[src/rtl/pixel_readout_packer_pkg.sv]
// Shared sensor readout types and default geometry for the pixel readout path.
package PixelSensorConfig;

    localparam int PIXEL_BITS         = 8;
    localparam int OUTPUT_BUS_WIDTH   = 4;
    localparam int PIXEL_ARRAY_WIDTH  = 128;
    localparam int PIXEL_ARRAY_HEIGHT = 128;

    typedef logic [PIXEL_BITS-1:0] pixel_t;
    typedef pixel_t [OUTPUT_BUS_WIDTH-1:0] beat_t;

    typedef enum logic {
        FULL = 1'b0,
        BIN2 = 1'b1
    } readout_mode_e;

endpackage

[src/rtl/pixel_readout_packer_if.sv]
// Pixel-in / beat-out handshake bundle between the array readout and the sensor bus.
interface pixel_readout_packer_if #(
    parameter int PIXEL_BITS = PixelSensorConfig::PIXEL_BITS,
    parameter int BUS_WIDTH  = PixelSensorConfig::OUTPUT_BUS_WIDTH
);

    logic [PIXEL_BITS-1:0]                in_data;
    logic                                 in_valid;
    logic                                 in_ready;
    logic [BUS_WIDTH-1:0][PIXEL_BITS-1:0] out_data;
    logic                                 out_valid;
    logic                                 out_ready;
    logic                                 out_new_row;
    logic                                 out_frame_last;

    modport master (
        output in_data, in_valid, out_ready,
        input  in_ready, out_data, out_valid, out_new_row, out_frame_last
    );

    modport slave (
        input  in_data, in_valid, out_ready,
        output in_ready, out_data, out_valid, out_new_row, out_frame_last
    );

endinterface

[src/rtl/pixel_readout_packer_fifo.sv]
// First-word-fall-through beat FIFO; head output reads zero while empty.
module readout_fifo #(
    parameter int WIDTH = 34,
    parameter int DEPTH = 4
) (
    input  logic             i_clk,
    input  logic             i_rst_n,
    input  logic             i_push,
    input  logic [WIDTH-1:0] i_wdata,
    input  logic             i_pop,
    output logic [WIDTH-1:0] o_rdata,
    output logic             o_full,
    output logic             o_empty
);

    localparam int AW = (DEPTH > 1) ? $clog2(DEPTH) : 1;

    logic [WIDTH-1:0] r_mem [DEPTH];
    logic [AW:0]      r_wr_ptr;
    logic [AW:0]      r_rd_ptr;
    logic             w_push;
    logic             w_pop;

    // Extra pointer bit distinguishes full from empty when the indices match.
    assign o_empty = (r_wr_ptr == r_rd_ptr);
    assign o_full  = (r_wr_ptr[AW] != r_rd_ptr[AW]) &&
                     (r_wr_ptr[AW-1:0] == r_rd_ptr[AW-1:0]);
    assign w_push  = i_push && !o_full;
    assign w_pop   = i_pop && !o_empty;
    assign o_rdata = o_empty ? '0 : r_mem[r_rd_ptr[AW-1:0]];

    always_ff @(posedge i_clk or negedge i_rst_n) begin
        if (!i_rst_n) begin
            r_wr_ptr <= '0;
            r_rd_ptr <= '0;
        end else begin
            if (w_push) r_wr_ptr <= r_wr_ptr + 1'b1;
            if (w_pop)  r_rd_ptr <= r_rd_ptr + 1'b1;
        end
    end

    always_ff @(posedge i_clk) begin
        if (w_push) r_mem[r_wr_ptr[AW-1:0]] <= i_wdata;
    end

endmodule

[src/rtl/pixel_readout_packer.sv]
// Packs raster-order pixels (full or 2:1 horizontally binned) into BUS_WIDTH-lane
// beats tagged with row-start / frame-end flags, buffered in a small FIFO.
module pixel_readout_packer
    import PixelSensorConfig::*;
#(
    parameter int PIXEL_BITS   = PixelSensorConfig::PIXEL_BITS,
    parameter int BUS_WIDTH    = PixelSensorConfig::OUTPUT_BUS_WIDTH,
    parameter int ARRAY_WIDTH  = PixelSensorConfig::PIXEL_ARRAY_WIDTH,
    parameter int ARRAY_HEIGHT = PixelSensorConfig::PIXEL_ARRAY_HEIGHT,
    parameter int FIFO_DEPTH   = 4
) (
    input  logic                   i_clk,
    input  logic                   i_rst_n,
    input  logic                   i_start,
    input  logic                   i_mode,
    pixel_readout_packer_if.slave  bus,
    output logic                   o_busy,
    output logic                   o_frame_finished
);

    localparam int CW = (ARRAY_WIDTH > 1)  ? $clog2(ARRAY_WIDTH)  : 1;
    localparam int RW = (ARRAY_HEIGHT > 1) ? $clog2(ARRAY_HEIGHT) : 1;
    localparam int LW = (BUS_WIDTH > 1)    ? $clog2(BUS_WIDTH)    : 1;
    localparam int DW = BUS_WIDTH * PIXEL_BITS;
    localparam int FW = DW + 2;

    typedef enum logic [1:0] {
        IDLE,
        STREAM,
        DRAIN
    } state_e;

    state_e                               r_state;
    state_e                               w_state_nxt;
    readout_mode_e                        r_mode;
    logic [CW-1:0]                        r_col;
    logic [RW-1:0]                        r_row;
    logic [LW-1:0]                        r_lane;
    logic [BUS_WIDTH-1:0][PIXEL_BITS-1:0] r_lanes;
    logic [PIXEL_BITS-1:0]                r_hold;
    logic                                 r_frame_finished;

    logic                                 w_accept;
    logic                                 w_col_last;
    logic                                 w_row_last;
    logic                                 w_frame_last_pix;
    logic [PIXEL_BITS:0]                  w_sum;
    logic [PIXEL_BITS-1:0]                w_lane_val;
    logic                                 w_lane_fill;
    logic                                 w_beat_done;
    logic                                 w_new_row;
    logic [BUS_WIDTH-1:0][PIXEL_BITS-1:0] w_beat;
    logic [FW-1:0]                        w_fifo_wdata;
    logic [FW-1:0]                        w_fifo_rdata;
    logic                                 w_full;
    logic                                 w_empty;
    logic                                 w_pop;
    logic                                 w_last_consumed;

    assign w_accept         = bus.in_valid && bus.in_ready;
    assign w_col_last       = (r_col == CW'(ARRAY_WIDTH - 1));
    assign w_row_last       = (r_row == RW'(ARRAY_HEIGHT - 1));
    assign w_frame_last_pix = w_col_last && w_row_last;

    // Binned lane is the floor average of the held even pixel and the odd one.
    assign w_sum       = {1'b0, r_hold} + {1'b0, bus.in_data};
    assign w_lane_val  = (r_mode == BIN2) ? w_sum[PIXEL_BITS:1] : bus.in_data;
    assign w_lane_fill = w_accept && ((r_mode == FULL) || r_col[0]);
    assign w_beat_done = w_lane_fill && (r_lane == LW'(BUS_WIDTH - 1));
    assign w_new_row   = (r_mode == BIN2) ? (r_col == CW'(2 * BUS_WIDTH - 1))
                                          : (r_col == CW'(BUS_WIDTH - 1));

    always_comb begin
        w_beat                = r_lanes;
        w_beat[BUS_WIDTH-1]   = w_lane_val;
    end

    assign w_fifo_wdata = {w_new_row, w_frame_last_pix, w_beat};

    readout_fifo #(
        .WIDTH (FW),
        .DEPTH (FIFO_DEPTH)
    ) u_fifo (
        .i_clk   (i_clk),
        .i_rst_n (i_rst_n),
        .i_push  (w_beat_done),
        .i_wdata (w_fifo_wdata),
        .i_pop   (w_pop),
        .o_rdata (w_fifo_rdata),
        .o_full  (w_full),
        .o_empty (w_empty)
    );

    assign bus.out_data       = w_fifo_rdata[DW-1:0];
    assign bus.out_frame_last = w_fifo_rdata[FW-2];
    assign bus.out_new_row    = w_fifo_rdata[FW-1];
    assign bus.out_valid      = !w_empty;
    assign bus.in_ready       = (r_state == STREAM) && !w_full;
    assign w_pop              = bus.out_valid && bus.out_ready;
    assign w_last_consumed    = w_pop && bus.out_frame_last;

    assign o_busy           = (r_state != IDLE);
    assign o_frame_finished = r_frame_finished;

    always_ff @(posedge i_clk or negedge i_rst_n) begin
        if (!i_rst_n) r_state <= IDLE;
        else          r_state <= w_state_nxt;
    end

    always_comb begin
        w_state_nxt = r_state;
        unique case (r_state)
            IDLE:    if (i_start) w_state_nxt = STREAM;
            STREAM:  if (w_accept && w_frame_last_pix) w_state_nxt = DRAIN;
            DRAIN:   if (w_last_consumed) w_state_nxt = IDLE;
            default: w_state_nxt = IDLE;
        endcase
    end

    always_ff @(posedge i_clk or negedge i_rst_n) begin
        if (!i_rst_n) begin
            r_mode           <= FULL;
            r_col            <= '0;
            r_row            <= '0;
            r_lane           <= '0;
            r_lanes          <= '0;
            r_hold           <= '0;
            r_frame_finished <= 1'b0;
        end else begin
            r_frame_finished <= (r_state == DRAIN) && w_last_consumed;
            if (r_state == IDLE && i_start) begin
                r_mode <= readout_mode_e'(i_mode);
                r_col  <= '0;
                r_row  <= '0;
                r_lane <= '0;
            end else if (w_accept) begin
                if (w_col_last) begin
                    r_col <= '0;
                    r_row <= w_row_last ? '0 : r_row + 1'b1;
                end else begin
                    r_col <= r_col + 1'b1;
                end
                if (r_mode == BIN2 && !r_col[0]) r_hold <= bus.in_data;
                // The final lane bypasses into the FIFO word, so only earlier lanes are stored.
                if (w_lane_fill) begin
                    if (w_beat_done) begin
                        r_lane <= '0;
                    end else begin
                        r_lanes[r_lane] <= w_lane_val;
                        r_lane          <= r_lane + 1'b1;
                    end
                end
            end
        end
    end

endmodule

[src/flat_wrapper.sv]
// flat-port wrapper written by rule: the top's interface ports become plain ports
module pixel_readout_packer_flat import PixelSensorConfig::*;
#(
    parameter int PIXEL_BITS   = PixelSensorConfig::PIXEL_BITS,
    parameter int BUS_WIDTH    = PixelSensorConfig::OUTPUT_BUS_WIDTH,
    parameter int ARRAY_WIDTH  = PixelSensorConfig::PIXEL_ARRAY_WIDTH,
    parameter int ARRAY_HEIGHT = PixelSensorConfig::PIXEL_ARRAY_HEIGHT,
    parameter int FIFO_DEPTH   = 4
)
  (i_clk, i_rst_n, i_start, i_mode, o_busy, o_frame_finished, bus_in_data, bus_in_valid, bus_out_ready, bus_in_ready, bus_out_data, bus_out_valid, bus_out_new_row, bus_out_frame_last);
  pixel_readout_packer_if #(.PIXEL_BITS(PIXEL_BITS), .BUS_WIDTH(BUS_WIDTH)) bus_i ();
  input  logic i_clk;
  input  logic i_rst_n;
  input  logic i_start;
  input  logic i_mode;
  output logic o_busy;
  output logic o_frame_finished;
  input wire logic [$bits(bus_i.in_data)-1:0] bus_in_data;
  input wire logic [$bits(bus_i.in_valid)-1:0] bus_in_valid;
  input wire logic [$bits(bus_i.out_ready)-1:0] bus_out_ready;
  output wire logic [$bits(bus_i.in_ready)-1:0] bus_in_ready;
  output wire logic [$bits(bus_i.out_data)-1:0] bus_out_data;
  output wire logic [$bits(bus_i.out_valid)-1:0] bus_out_valid;
  output wire logic [$bits(bus_i.out_new_row)-1:0] bus_out_new_row;
  output wire logic [$bits(bus_i.out_frame_last)-1:0] bus_out_frame_last;
  assign bus_i.in_data = bus_in_data;
  assign bus_i.in_valid = bus_in_valid;
  assign bus_i.out_ready = bus_out_ready;
  assign bus_in_ready = bus_i.in_ready;
  assign bus_out_data = bus_i.out_data;
  assign bus_out_valid = bus_i.out_valid;
  assign bus_out_new_row = bus_i.out_new_row;
  assign bus_out_frame_last = bus_i.out_frame_last;
  pixel_readout_packer #(.PIXEL_BITS(PIXEL_BITS), .BUS_WIDTH(BUS_WIDTH), .ARRAY_WIDTH(ARRAY_WIDTH), .ARRAY_HEIGHT(ARRAY_HEIGHT), .FIFO_DEPTH(FIFO_DEPTH)) u_core (.i_clk(i_clk), .i_rst_n(i_rst_n), .i_start(i_start), .i_mode(i_mode), .bus(bus_i), .o_busy(o_busy), .o_frame_finished(o_frame_finished));
endmodule
[config.mk]
export PLATFORM = sky130hd
export DESIGN_NAME = pixel_readout_packer_flat
export DESIGN_NICKNAME = d
export VERILOG_FILES = /design/src/rtl/pixel_readout_packer_pkg.sv /design/src/rtl/pixel_readout_packer_if.sv /design/src/rtl/pixel_readout_packer_fifo.sv /design/src/rtl/pixel_readout_packer.sv /design/src/flat_wrapper.sv
export SDC_FILE = /design/constraint.sdc
export NUM_CORES = 1
export LEC_CHECK = 0
export ABC_AREA = 0
export BUFFER_PORTS_ARGS = -buffer_cell sky130_fd_sc_hd__clkbuf_2
export CAP_MARGIN = 20
export CORE_UTILIZATION = 54
export DETAILED_ROUTE_END_ITERATION = 16
export PLACE_DENSITY = 0.72
export SYNTH_ARGS = -nofsm -noshare
export SYNTH_HDL_FRONTEND = slang
export SYNTH_SLANG_ARGS = --single-unit
[constraint.sdc]
create_clock -name i_clk -period 4.32 [get_ports i_clk]
set_input_delay 0.216 -clock i_clk [delete_from_list [all_inputs] [get_ports i_clk]]
set_output_delay 0.216 -clock i_clk [all_outputs]
set_load 0.005 [all_outputs]
; ---- After elaboration in Yosys (flattened, before gate mapping)
; Memories as Yosys holds them, arrays and structs flattened.
; Index checks and enable logic that the tools add are counted.
[totals]
regBits = 66
ram_bits = 136
input_bits = 14
mem_count = 1
[mem_list]
columns = memory, depth, width, rd, rd_ports_with_merged_regs, write_ports, line_no
row1 = u_core.u_fifo.r_mem, 4, 34, 1, 0, 1, pixel_readout_packer_fifo.sv:18  ; logic [WIDTH-1:0] r_mem [DEPTH];
[classes]
add_sub_neg = 6
order_cmp = 2
eq_ne = 13
mux = 23
bitwise_logic = 3
n_reduce_logical = 29
[op_table]
columns = op, n
row1 = 7-bit 2-to-1 mux, 7
row2 = 34-bit 2-to-1 mux, 1
row3 = 32-bit bitwise mux, 1
row4 = 8-bit demux with 2-bit select, 1
row5 = 8-bit 2-to-1 mux, 2
row6 = 1-bit logical AND, 15
row7 = "7-bit by 1-bit adder with 7-bit output, second input constant", 2
row8 = "7-bit equality test, second input constant", 2
row9 = 2-bit 2-to-1 mux, 7
row10 = 8-bit by 8-bit adder with 9-bit output, 1
row11 = 2-bit nonzero test, 4
row12 = "7-bit by 2-bit equality test with 1-bit output, second input constant", 1
row13 = "7-bit by 3-bit equality test with 1-bit output, second input constant", 1
row14 = "3-bit by 1-bit adder with 3-bit output, second input constant", 2
row15 = 2-bit case mux with 3 select lines, 1
row16 = 3-bit AND reduction, 2
row17 = "2-bit equality test, second input constant", 2
row18 = "2-bit != test, second input constant", 2
row19 = 2-bit AND reduction, 2
row20 = 4-bit AND reduction, 1
row21 = 3-bit equality test, 1
row22 = 1-bit logical NOT, 3
row23 = "2-bit by 3-bit less-than comparator with 1-bit output, second input constant", 1
row24 = 1-bit 2-to-1 mux, 3
row25 = 9 further kinds, 11

; ---- Logic depth before layout (Yosys ltp)
[depth]
ltp_word = 11
depth_mapped = 6

; ---- By module
; A second synthesis with hierarchy kept.
[unflattened]
cells_unflattened = 528
hier_area_um2 = 8291.7
[modules_own_cells]
columns = mod, instances, cells_each, area_each_um2, seq_area_each_um2
row1 = readout_fifo, 1, 260, 5621.6, 4234.1
row2 = pixel_readout_packer, 1, 268, 2670.1, 1301.2

; ---- Least setup slack after synthesis
; No wires, ideal clock.
[synth_path]
path_type = register to register
from = reg u_core.u_fifo.r_rd_ptr[0]
to = mem u_core.u_fifo.r_mem[0][0], enable pin
t_arrival_ns = 2.325
t_required_ns = 3.926
setup_slack_ns = 1.600
path_stages_with_launch = 6
n_path_buf = 2
period_less_slack_ns = 2.720
path_cell_list = dfrtp_1 > buf_6 > xnor2_2 > a311oi_2 > buf_2 > and3_1
[synth_between]
elab_chain_cells = 10
[synth_rtl]
columns = item, line_no
row1 = from (decl), pixel_readout_packer_fifo.sv:20  ; logic [AW:0] r_rd_ptr;
row2 = from (signal assigned), pixel_readout_packer_fifo.sv:38  ; if (w_pop) r_rd_ptr <= r_rd_ptr + 1'b1;
row3 = 2-bit equality test (*), pixel_readout_packer_fifo.sv:27  ; (r_wr_ptr[AW-1:0] == r_rd_ptr[AW-1:0]);
row4 = 1-bit logical AND (*), pixel_readout_packer_fifo.sv:26  ; assign o_full = (r_wr_ptr[AW] != r_rd_ptr[AW]) &&
row5 = 1-bit logical NOT (*), "pixel_readout_packer_fifo.sv:28, pixel_readout_packer.sv:98"
row6 = 1-bit logical AND, pixel_readout_packer.sv:98  ; assign bus.in_ready = (r_state == STREAM) && !w_full;
row7 = 1-bit logical AND, pixel_readout_packer.sv:60  ; assign w_accept = bus.in_valid && bus.in_ready;
row8 = 1-bit logical AND, pixel_readout_packer.sv:68  ; assign w_lane_fill = w_accept && ((r_mode == FULL) || r_col[0]);
row9 = 1-bit logical AND, pixel_readout_packer.sv:69  ; assign w_beat_done = w_lane_fill && (r_lane == LW'(BUS_WIDTH - 1));
row10 = 1-bit logical AND (*), pixel_readout_packer_fifo.sv:28  ; assign w_push = i_push && !o_full;
row11 = 1-bit 2-to-1 mux (*), pixel_readout_packer_fifo.sv:43  ; if (w_push) r_mem[r_wr_ptr[AW-1:0]] <= i_wdata;
row12 = 1-bit 2-to-1 mux (not written as such) (*), pixel_readout_packer_fifo.sv:43
row13 = to (decl), pixel_readout_packer_fifo.sv:18
; Every way passes the cells marked *; elsewhere a longest branch is shown, timed or not.

; ---- Worst setup path in the final report
[layout_path]
from = reg u_core.r_mode
to = reg u_core.r_lanes[0] (netlist name)
[layout_between]
elab_chain_cells = 6
elab_cells_between_ends = 8
cone_classes = 2 x mux / 2 x bitwise / 4 x reduce/logical
[layout_rtl]
columns = item, line_no
row1 = from (decl), pixel_readout_packer.sv:35  ; readout_mode_e r_mode;
row2 = from (signal assigned), pixel_readout_packer.sv:132  ; r_mode <= readout_mode_e'(i_mode);
row3 = 1-bit inverter, pixel_readout_packer.sv:68
row4 = 1-bit logical OR, pixel_readout_packer.sv:68
row5 = 1-bit logical AND, pixel_readout_packer.sv:68
row6 = 1-bit logical AND, pixel_readout_packer.sv:69
row7 = 1-bit inverter (no line), n/a
row8 = 4-bit AND reduction (no line), n/a
row9 = "to (signal, indexed assignment)", pixel_readout_packer.sv:149  ; r_lanes[r_lane] <= w_lane_val;
row10 = to (decl), pixel_readout_packer.sv:39  ; logic [BUS_WIDTH-1:0][PIXEL_BITS-1:0] r_lanes;
; Several ways; a longest one is shown, not always the timed one.
; A chain may end at the register's enable or synchronous reset.

==> metrics.txt <==
# TYPE chip_impl_metric gauge
chip_impl_info{name="run_status",value="finished clean"} 1
chip_impl_info{name="hold-path-endpoint",value="u_core.r_hold[3]"} 1
chip_impl_metric{name="edff_count_synth",unit=""} 136
chip_impl_metric{name="crit_arrival",unit="ns"} 2.89
chip_impl_metric{name="setup_tns",unit="ns"} 0
chip_impl_metric{name="vias",unit=""} 4704
chip_impl_metric{name="synthSimpleGateAreaFrac",unit=""} 0.09208
chip_impl_metric{name="count_of_routing_violations_after_the_opening_detailed_route_iteration",unit=""} 341
chip_impl_info{name="synth_area_leaders",value="edfxtp_1, dfrtp_1, mux4_2"} 1
chip_impl_metric{name="hold_viol_final",unit=""} 0
chip_impl_metric{name="syn2layout_area_growth",unit="%"} 13.06
chip_impl_metric{name="die_width",unit="um"} 126.5
chip_impl_metric{name="nets",unit=""} 615
chip_impl_metric{name="postSynthCellCount",unit=""} 522
chip_impl_metric{name="routed_wire_length_per_instance",unit="um"} 20.33
chip_impl_info{name="synth_ff_type",value="edfxtp_1"} 1
chip_impl_metric{name="htree_num_levels",unit=""} 4
chip_impl_metric{name="synth-xor-area-share",unit=""} 0.01121
chip_impl_info{name="hold_start",value="bus_in_data[3]"} 1
chip_impl_metric{name="max_cap_violations",unit=""} 0
chip_impl_info{name="critical-path-top-delay-family",value="simple AND/OR/NAND/NOR gates"} 1
chip_impl_metric{name="worstHoldPathCells",unit=""} 2
chip_impl_metric{name="detail_route.vias_per_cell",unit=""} 6.008
chip_impl_metric{name="floorplan.initialDensity",unit=""} 0.5527
chip_impl_metric{name="worst_pin_slew",unit="ns"} 1.136
chip_impl_metric{name="async_flop_share",unit=""} 0.2990
chip_impl_info{name="launching_element_type_of_the_critical_path",value="register"} 1
chip_impl_metric{name="power_density",unit="nW/um^2"} 695.6
chip_impl_metric{name="multiInputGateArea",unit="um^2"} 2679
chip_impl_metric{name="first_global_vias",unit=""} 4747
chip_impl_metric{name="antenna_cells_inserted",unit=""} 0
chip_impl_info{name="type_of_the_worst_min_delay_path",value="input pin to register"} 1
chip_impl_metric{name="postSynthAreaPerCell",unit="um^2"} 16.04
chip_impl_info{name="cpMaxStageDelayCell",value="nor3_1"} 1
chip_impl_metric{name="min_period",unit="ns"} 2.576
chip_impl_info{name="cts_tree",value="built"} 1
chip_impl_metric{name="global_route_usage_sum",unit=""} 0.2150
chip_impl_metric{name="syn_area",unit="um^2"} 8371
chip_impl_metric{name="num-fill-cells",unit=""} 1097
chip_impl_metric{name="maxClockFrequency",unit="MHz"} 388.2
chip_impl_metric{name="drt-pass1-iter-count",unit=""} 5
chip_impl_metric{name="slew_violations",unit=""} 0
chip_impl_metric{name="postSynthRegisterBits",unit=""} 194
chip_impl_metric{name="hpwl",unit="mm"} 10.24
chip_impl_metric{name="maximum_number_of_pins_on_one_net_before_global_route_repair",unit=""} 46
chip_impl_metric{name="synth_largest_type_area_fraction",unit=""} 0.4879
chip_impl_info{name="crit_chain",value="nor2b_1 -> nor3_1 -> and3b_1 -> mux2_2"} 1
chip_impl_metric{name="post_layout_nonfiller_instances",unit=""} 783
chip_impl_info{name="worst_setup_path_end_kind",value="register"} 1
chip_impl_metric{name="worst-path-stages",unit=""} 4
chip_impl_metric{name="routed_wirelength",unit="mm"} 15.92
chip_impl_metric{name="synth.net_count",unit=""} 555
chip_impl_info{name="timing.setup.critical_path_class",value="register to register"} 1
chip_impl_metric{name="layout_skew",unit="ns"} 0.01245
chip_impl_metric{name="port_buffers",unit=""} 51
chip_impl_info{name="reg2reg_from",value="u_core.r_mode"} 1
chip_impl_metric{name="finalSetupViolCount",unit=""} 0
chip_impl_metric{name="cp_data_required_time",unit="ns"} 4.64
chip_impl_metric{name="io-pin-count",unit=""} 52
chip_impl_metric{name="timing.reg2reg.setup_slack",unit="ns"} 1.74
chip_impl_metric{name="sequential_area",unit="um^2"} 5537
chip_impl_metric{name="post_route_cells_drive_above_1_share",unit=""} 0.2857
chip_impl_metric{name="power.leakage",unit="nW"} 3.524
chip_impl_metric{name="final_min_period_over_clock_period",unit=""} 0.5963
chip_impl_metric{name="die_area",unit="um^2"} 16000
chip_impl_metric{name="synth_mux_area_frac",unit=""} 0.1303
chip_impl_metric{name="power.ir.vdd_worst",unit="mV"} 0.3679
chip_impl_metric{name="crit_path_max_fanout",unit=""} 20
chip_impl_info{name="grt_setup_unrepaired",value="false"} 1
chip_impl_info{name="synth.largest_area_cell",value="edfxtp_1"} 1
chip_impl_metric{name="routabilityCongestion",unit=""} 0.8415
chip_impl_metric{name="coreArea",unit="um^2"} 15150
chip_impl_info{name="setup.worst_path.start",value="u_core.r_mode"} 1
chip_impl_metric{name="floorplan.die.height",unit="um"} 126.5
chip_impl_metric{name="number_of_buffers_and_inverters_on_the_critical_path",unit=""} 0
chip_impl_metric{name="clkSlewWorstSetupHoldPaths",unit="ns"} 0.07
chip_impl_metric{name="grt_remaining_overflow",unit=""} 0
chip_impl_info{name="combinational_family_with_the_most_area_after_synthesis",value="multiplexers"} 1
chip_impl_metric{name="postRouteAntennaNets",unit=""} 0
chip_impl_metric{name="max_stage_delay",unit="ns"} 0.70
chip_impl_metric{name="residual_drc_count",unit=""} 0
chip_impl_metric{name="synth_fa_ha_area_frac",unit=""} 0.02930
chip_impl_metric{name="slew-limit-headroom",unit=""} 0.2361
chip_impl_metric{name="synth.yosys.warnings",unit=""} 0
chip_impl_metric{name="cts_repair_resize_count",unit=""} 0
chip_impl_metric{name="yosys.cell_types.count",unit=""} 58
chip_impl_info{name="synth_common_cells",value="edfxtp_1, dfrtp_1, and2_1, mux4_2, mux2_2"} 1
chip_impl_metric{name="rr_worst_depth",unit=""} 4
chip_impl_metric{name="number_of_antenna_violations_at_the_first_check_in_global_routing",unit=""} 0
chip_impl_info{name="most_common_cell_in_the_synthesized_netlist",value="edfxtp_1"} 1
chip_impl_metric{name="clock_path_buffers",unit=""} 2
chip_impl_metric{name="synth_compound_area_frac",unit=""} 0.05710
chip_impl_metric{name="placedCellCount",unit=""} 748
chip_impl_metric{name="grt_pass1_wl",unit="mm"} 25.31
chip_impl_info{name="regToRegEndpoint",value="u_core.r_lanes[0]"} 1
chip_impl_metric{name="cts.sink_count",unit=""} 194
chip_impl_metric{name="clock_insertion_delay_worst_skew",unit="ns"} 0.43
chip_impl_metric{name="rows",unit=""} 45
chip_impl_info{name="cts-root-buf",value="clkbuf_16"} 1
chip_impl_metric{name="sequential_share_of_the_synthesized_area",unit=""} 0.6613
chip_impl_metric{name="cts_buffers",unit=""} 17
## registers in the layout, indices dropped and copies added (netlist names)
signal / flops
u_core.o_frame_finished: 1
u_core.r_col: 7
u_core.r_hold: 8
u_core.r_lane: 2
u_core.r_lanes: 24
u_core.r_mode: 1
u_core.r_row: 7
u_core.r_state: 2
u_core.u_fifo.r_mem: 136
u_core.u_fifo.r_rd_ptr: 3
u_core.u_fifo.r_wr_ptr: 3
## how the worst max path moves through the flow
stage | end | slack [ns]
floorplan | u_core.u_fifo.r_mem[0][0] | 1.60
global placement | u_core.r_lanes[1] | 1.86
detailed placement | u_core.r_lanes[0] | 1.80
CTS | bus_out_data[22] | 1.71
global route | u_core.r_lanes[2] | 1.62
finish | u_core.r_lanes[0] | 1.74
## power breakdown
group / internal [mW] / total [mW] / switching, mW / leakage [nW]
combinational: 1.07 / 2.22 / 1.15 / 1.29
clock: 0.937 / 1.59 / 0.656 / 0.300
sequential: 2.46 / 2.77 / 0.304 / 1.94
## metal layers
metal,track usage,share of wire,wire [um],vias up
li1,-,-,-,2152
met1,0.2763,0.44,7058,2390
met2,0.3546,0.50,7896,136
met3,0.04892,0.038,607,26
met4,0.09284,0.022,354,0
met5,0,0,0,-
## cells by family after synthesis
family	after synthesis
simple gates	132
fa+ha+maj	19
compound gates	70
mux	63
flops	194
xor+xnor	9
buf+inv	35
## per-stage QoR
stage          area [um^2]  setup WS [ns]  hold WS [ns]  total power [mW]  utilization
2_1_floorplan         8371          1.600      -0.07959             4.268            -
3_3_place_gp          8822          1.858        0.1327             4.968       0.5825
3_5_place_dp          8822          1.805        0.1572             5.047       0.5825
4_1_cts               9457          1.706       0.04848             6.642       0.6244
5_1_grt               9464          1.625       0.04837             6.951       0.6249
6_report              9464          1.744       0.05635             6.583       0.6249
## cell type report
class / count / share of cell area
Multi-Input combinational cell: 293 / 0.2831
Sequential cell: 194 / 0.5850
Clock buffer: 21 / 0.05209
Inverter: 13 / 0.005156
Timing Repair Buffer: 63 / 0.03702
Clock inverter: 11 / 0.01282
Tap cell: 188 / 0.02485
## cell usage in the layout (no fill, tap or decap), types with 13 or more instances in the layout
master     instances
a21oi_1           16
and2_1            39
clkbuf_16         19
clkbuf_2          51
dfrtp_1           57
edfxtp_1         136
ha_1              18
inv_1             13
mux2_2            28
mux4_2            34
nand2_1           19
nor2_1            13
o21ai_0           13
## timing repair
item / 4_1_cts / 5_1_grt
endpoints found under the hold margin: 14 / 0
buffers inserted: 0 / 0
hold buffers: 2 / 0
Power figures use the tool's default switching activity.
